**src/rtl/fft_frame_ctrl.sv**
```systemverilog
// Frame sequencer for a block FFT: fills a sample buffer, starts the core, waits for done
// (with timeout) and drains results, tracking drained frames and sticky error flags.
module fft_frame_ctrl #(
   parameter int unsigned N       = 64,
   parameter int unsigned AW      = 6,
   parameter int unsigned TIMEOUT = 255
) (
   input  logic          CLK,
   input  logic          RST,
   input  logic          valid_a,
   output logic          in_ready,
   output logic          wr_en,
   output logic [AW-1:0] wr_addr,
   output logic          fft_start,
   input  logic          fft_done,
   input  logic          rd_en,
   output logic          out_valid,
   output logic [AW-1:0] rd_addr,
   output logic          busy,
   output logic [7:0]    frame_cnt,
   input  logic          err_clr,
   output logic          overflow,
   output logic          timeout_err
);

   typedef enum logic [1:0] {StFill, StStart, StWait, StDrain} state_e;

   localparam logic [AW-1:0] LastAddr = AW'(N - 1);
   localparam logic [15:0]   LastWait = 16'(TIMEOUT - 1);

   state_e        state_q, state_d;
   logic [AW-1:0] wr_addr_q, wr_addr_d;
   logic [AW-1:0] rd_addr_q, rd_addr_d;
   logic [15:0]   timer_q, timer_d;
   logic [7:0]    frame_cnt_q, frame_cnt_d;
   logic          overflow_q, overflow_d;
   logic          timeout_err_q, timeout_err_d;
   logic          accept, drop, to_set;

   always_comb begin
      state_d     = state_q;
      wr_addr_d   = wr_addr_q;
      rd_addr_d   = rd_addr_q;
      timer_d     = timer_q;
      frame_cnt_d = frame_cnt_q;
      to_set      = 1'b0;
      accept      = valid_a && (state_q == StFill);
      drop        = valid_a && (state_q != StFill);

      unique case (state_q)
         StFill: begin
            if (accept) begin
               if (wr_addr_q == LastAddr) begin
                  wr_addr_d = '0;
                  state_d   = StStart;
               end else begin
                  wr_addr_d = wr_addr_q + 1'b1;
               end
            end
         end
         StStart: begin
            timer_d = '0;
            state_d = StWait;
         end
         StWait: begin
            // done wins over a coincident timeout expiry
            if (fft_done) begin
               rd_addr_d = '0;
               state_d   = StDrain;
            end else if (timer_q == LastWait) begin
               to_set  = 1'b1;
               state_d = StFill;
            end else begin
               timer_d = timer_q + 16'd1;
            end
         end
         StDrain: begin
            if (rd_en) begin
               if (rd_addr_q == LastAddr) begin
                  rd_addr_d   = '0;
                  frame_cnt_d = frame_cnt_q + 8'd1;
                  state_d     = StFill;
               end else begin
                  rd_addr_d = rd_addr_q + 1'b1;
               end
            end
         end
         default: state_d = StFill;
      endcase

      // set events take precedence over err_clr
      overflow_d    = drop   ? 1'b1 : (err_clr ? 1'b0 : overflow_q);
      timeout_err_d = to_set ? 1'b1 : (err_clr ? 1'b0 : timeout_err_q);
   end

   always_ff @(posedge CLK) begin
      if (RST) begin
         state_q       <= StFill;
         wr_addr_q     <= '0;
         rd_addr_q     <= '0;
         timer_q       <= '0;
         frame_cnt_q   <= '0;
         overflow_q    <= 1'b0;
         timeout_err_q <= 1'b0;
      end else begin
         state_q       <= state_d;
         wr_addr_q     <= wr_addr_d;
         rd_addr_q     <= rd_addr_d;
         timer_q       <= timer_d;
         frame_cnt_q   <= frame_cnt_d;
         overflow_q    <= overflow_d;
         timeout_err_q <= timeout_err_d;
      end
   end

   always_comb begin
      in_ready    = (state_q == StFill);
      wr_en       = valid_a & in_ready;
      wr_addr     = wr_addr_q;
      fft_start   = (state_q == StStart);
      out_valid   = (state_q == StDrain);
      rd_addr     = rd_addr_q;
      busy        = (state_q != StFill);
      frame_cnt   = frame_cnt_q;
      overflow    = overflow_q;
      timeout_err = timeout_err_q;
   end

endmodule

```
**config.mk**
```make
export PLATFORM = sky130hd
export DESIGN_NAME = fft_frame_ctrl
export DESIGN_NICKNAME = d
export VERILOG_FILES = /design/src/rtl/fft_frame_ctrl.sv
export SDC_FILE = /design/constraint.sdc
export NUM_CORES = 1
export LEC_CHECK = 0
export CORE_MARGIN = 2
export CORE_UTILIZATION = 50
export CTS_BUF_LIST = sky130_fd_sc_hd__clkbuf_16
export CTS_CLUSTER_DIAMETER = 60
export DETAILED_ROUTE_END_ITERATION = 10
export PLACE_DENSITY = 0.75
export SKIP_CTS_REPAIR_TIMING = 1
export SYNTH_ARGS = -nofsm -noshare
export SYNTH_HDL_FRONTEND = slang
export SYNTH_SLANG_ARGS = --single-unit
export TNS_END_PERCENT = 10
```
**constraint.sdc**
```tcl
create_clock -name CLK -period 2.1 [get_ports CLK]
set_input_delay 0.42 -clock CLK [delete_from_list [all_inputs] [get_ports CLK]]
set_output_delay 0.42 -clock CLK [all_outputs]
set_load 0.02 [all_outputs]
```
==> results summary <==
The flow ran to the end, and the final reports show no timing, DRC or antenna violations. The maximum vdd ir drop is 0.407 mV. The proportion of register bits with asynchronous set or reset after synthesis came out at 0.

After detailed routing, the number of remaining DRC violations is 0. The initial core utilization is 0.513. The critical path class is reg2out. The reported leakage power came out at 0.00103 uW. The site row count came out at 23.

The number of global-route vias before repair is 1549. The root cell of the clock tree is sky130_fd_sc_hd__clkbuf_16. The post-synth net total is 242. The overflow left after global routing came out at 0.

The commonest cells after synthesis are sky130_fd_sc_hd__dfxtp_1 (40), sky130_fd_sc_hd__nor2_1 (29), sky130_fd_sc_hd__nand2_1 (17), sky130_fd_sc_hd__xor2_1 (16). The power density over the cells came out at 699 nW/um^2. The count of synthesis-stage warnings from yosys came out at 0. The number of DRC violations after detailed-routing iteration 0 came out at 61.

The horizontal die dimension came out at 67.6 um. The global-route usage over all layers came out at 0.201. The total number of nets in the final design came out at 285. The data required time of the critical path is 1.68 ns. The number of clock sinks seen by CTS came out at 40. Max-cap violations in this run came to 0. STA classifies the critical path startpoint as a flop.

The total CTS buffers came out at 5. The type of the most critical hold path is reg2reg. From synthesis to final layout, the design area changed by 30.1%. Of the post-synthesis cell area, the dominant cell type holds 0.396.

Detailed routing placed a total of 1880 um of wire on met2. The number of top-level pins is 33. The register clock-pin slew on the reported worst setup and hold paths came out at 0.06 ns. By area the synthesized netlist is led by sky130_fd_sc_hd__dfxtp_1 (40%), sky130_fd_sc_hd__xor2_1 (6.9%), sky130_fd_sc_hd__ha_1 (5.6%), sky130_fd_sc_hd__nor2_1 (5.4%), sky130_fd_sc_hd__xnor2_1 (3.5%). The count of input and output buffers came out at 32. Of the cells placed in the final design, the portion with a size suffix greater than 1 is 0.125. For this run, the top clock speed supported by timing is 0.498 GHz. The final number of max-transition violations is 0. The antenna cell count is 0. Once placement finished, the instance area stood at 2450 sq um. The number of buffers on the longest clock path came out at 2. The routability congestion estimate came out at 0.781. The maximum fanout along the worst path came out at 5. The most repeated cell in the gate-level netlist after synthesis is sky130_fd_sc_hd__dfxtp_1. The insertion delay to the later sink of the worst-skew pair came out at 0.28 ns.

The final count of negative-setup-slack endpoints came out at 0. In this run, synthesis inferred 0 flip-flops with an integrated enable. The final hold violation count was 0. The final worst-path cycle share came out at 0.956.

Measured in cells, the most critical reg-to-reg path has a length of 7. Wire segments on met3 add up to 191 um in the final route. The worst hold path depth is 2.

The final routed wire length divided by cell count is 12.9 um. The synthesized instance count is 227. The vertical die dimension came out at 67.6 um. The detail route stage leaves a number of antenna-violating nets equal to 0. The sequential cell area fraction in the yosys report is 0.396. Among all flip-flop cells after synthesis, the most frequent one is sky130_fd_sc_hd__dfxtp_1. STA classifies the critical path endpoint as an output port. The highest metal layer carrying signal wires in the routed design is met4.

Setup repair after global routing left no endpoint under its margin. The cell type contributing the most total cell area after synthesis is sky130_fd_sc_hd__dfxtp_1. The die area is 4570 sq um. The arrival time of the worst setup path is 1.59 ns.

The first global-routing pass estimated 6910 um of wire. Subtracting the final worst setup slack from the clock period gives 2.01 ns. For this block, wires on met1 add up to 2040 um.

The post-route worst hold slack is 0.482 ns. On the final layout, the worst clock skew is 0.00363 ns. Entering global routing, the biggest net connects 15 pins.

The headroom to the max-slew limit came out at 0.756. The number of H-tree levels is 2. The number of vias per cell after detailed routing came out at 5.29. The wire length reported by the detailed router came out at 4140 um. The transition time at the pin with the least slew margin is 0.365 ns. The total power consumption of the routed design is 1840 uW. The first TritonRoute pass finished after 4 iterations. The floorplan core area is 3940 sq um. Synthesis instantiated 44 different standard cells from the library. The routed via count is 1698. The initial antenna violation count is 0. TritonCTS built the clock tree. The mean post-synth cell area is 8.91 sq um.

The post-synthesis instance area came out at 2020 sq um. The final instance area came out at 2630 sq um. The post-DP HPWL came out at 3080 um. The post-synthesis register bit count came out at 40.
[critical path, cell delays in order (launching register included)]
cell	delay (ns)
sky130_fd_sc_hd__dfxtp_2	0.34
sky130_fd_sc_hd__inv_1	0.12
sky130_fd_sc_hd__ha_2	0.24
sky130_fd_sc_hd__clkdlybuf4s50_1	0.61
[per-layer routing]
| layer | global-route usage | vias to the layer above |
|---|---|---|
| met4 | 0.0612 | 0 |
| met3 | 0.0567 | 2 |
| li1 | - | 883 |
| met2 | 0.317 | 29 |
| met5 | 0 | - |
| met1 | 0.265 | 784 |
[sequential cells by signal, summed over array words and instances, names as in the netlist]
register and count:
timeout_err 1, overflow 1, rd_addr 6, timer_q 16, wr_addr 6, frame_cnt 8, state_q 2
[through the flow]
stage	setup TNS (ns)	setup WS, ns	cells	utilization
after floorplan	0	0.238	227	-
after global placement	0	0.0559	313	0.623
after detailed placement	0	0.0551	313	0.623
after CTS	-0.175	-0.104	321	0.664
after global routing	0	0.00931	321	0.667
final	0	0.0925	321	0.667
[worst paths after layout]
path / startpoint / end / slack (ns)
worst max-delay path: state_q[1] / in_ready / 0.09
worst min-delay path: rd_addr[1] / rd_addr[1] / 0.48
worst max register to register: state_q[1] / timer_q[15] / 0.17
worst min register to register: rd_addr[1] / rd_addr[1] / 0.48
[final cells by class]
cell class / count / area, sq um
clock inverter: 3 / 37.5
timing repair buffer: 44 / 415
inverter: 7 / 26.3
tap: 50 / 62.6
sequential: 40 / 803
clock buffer: 5 / 125
multi-input combinational: 172 / 1160
fill: 326 / 1310
[cells in the final DEF, fill, tap and decap left out, drive strengths merged]
master	synthesis	final
a2111oi	1	1
a211oi	2	2
a21bo	1	1
a21boi	1	1
a21o	1	1
a21oi	11	11
a22oi	2	2
a31o	1	1
and2	2	2
and3	7	7
and4	6	6
and4b	1	1
buf	3	12
bufinv	0	1
clkbuf	5	5
clkdlybuf4s50	0	30
clkinv	0	2
dfxtp	40	40
dlymetal6s2s	0	2
ha	9	9
inv	7	7
mux2i	1	1
nand2	17	17
nand2b	3	3
nand3	12	12
nand4	12	12
nand4b	3	3
nor2	29	29
nor2b	3	3
nor3	4	4
nor4	1	1
o211a	1	1
o211ai	2	2
o21ai	8	8
or2b	1	1
or3	6	6
xnor2	8	8
xor2	16	16
[where the power goes]
group | total, uW | switching [uW] | internal, uW | leakage, uW
Combinational | 222 | 120 | 102 | 0.000624
Clock | 832 | 280 | 552 | 0.0000789
Sequential | 786 | 13.4 | 773 | 0.000323
[cells by family (layout without fill, tap and decap cells)]
| group | count (synthesis) | count (layout) | share of synthesized area |
|---|---|---|---|
| fa+ha+maj | 9 | 9 | 0.0557 |
| compound gates | 31 | 31 | 0.105 |
| flops | 40 | 40 | 0.396 |
| buf+inv | 15 | 59 | 0.0334 |
| xor+xnor | 24 | 24 | 0.104 |
| simple gates | 107 | 107 | 0.301 |
| mux | 1 | 1 | 0.00495 |
(Power assumes the default switching activity.)
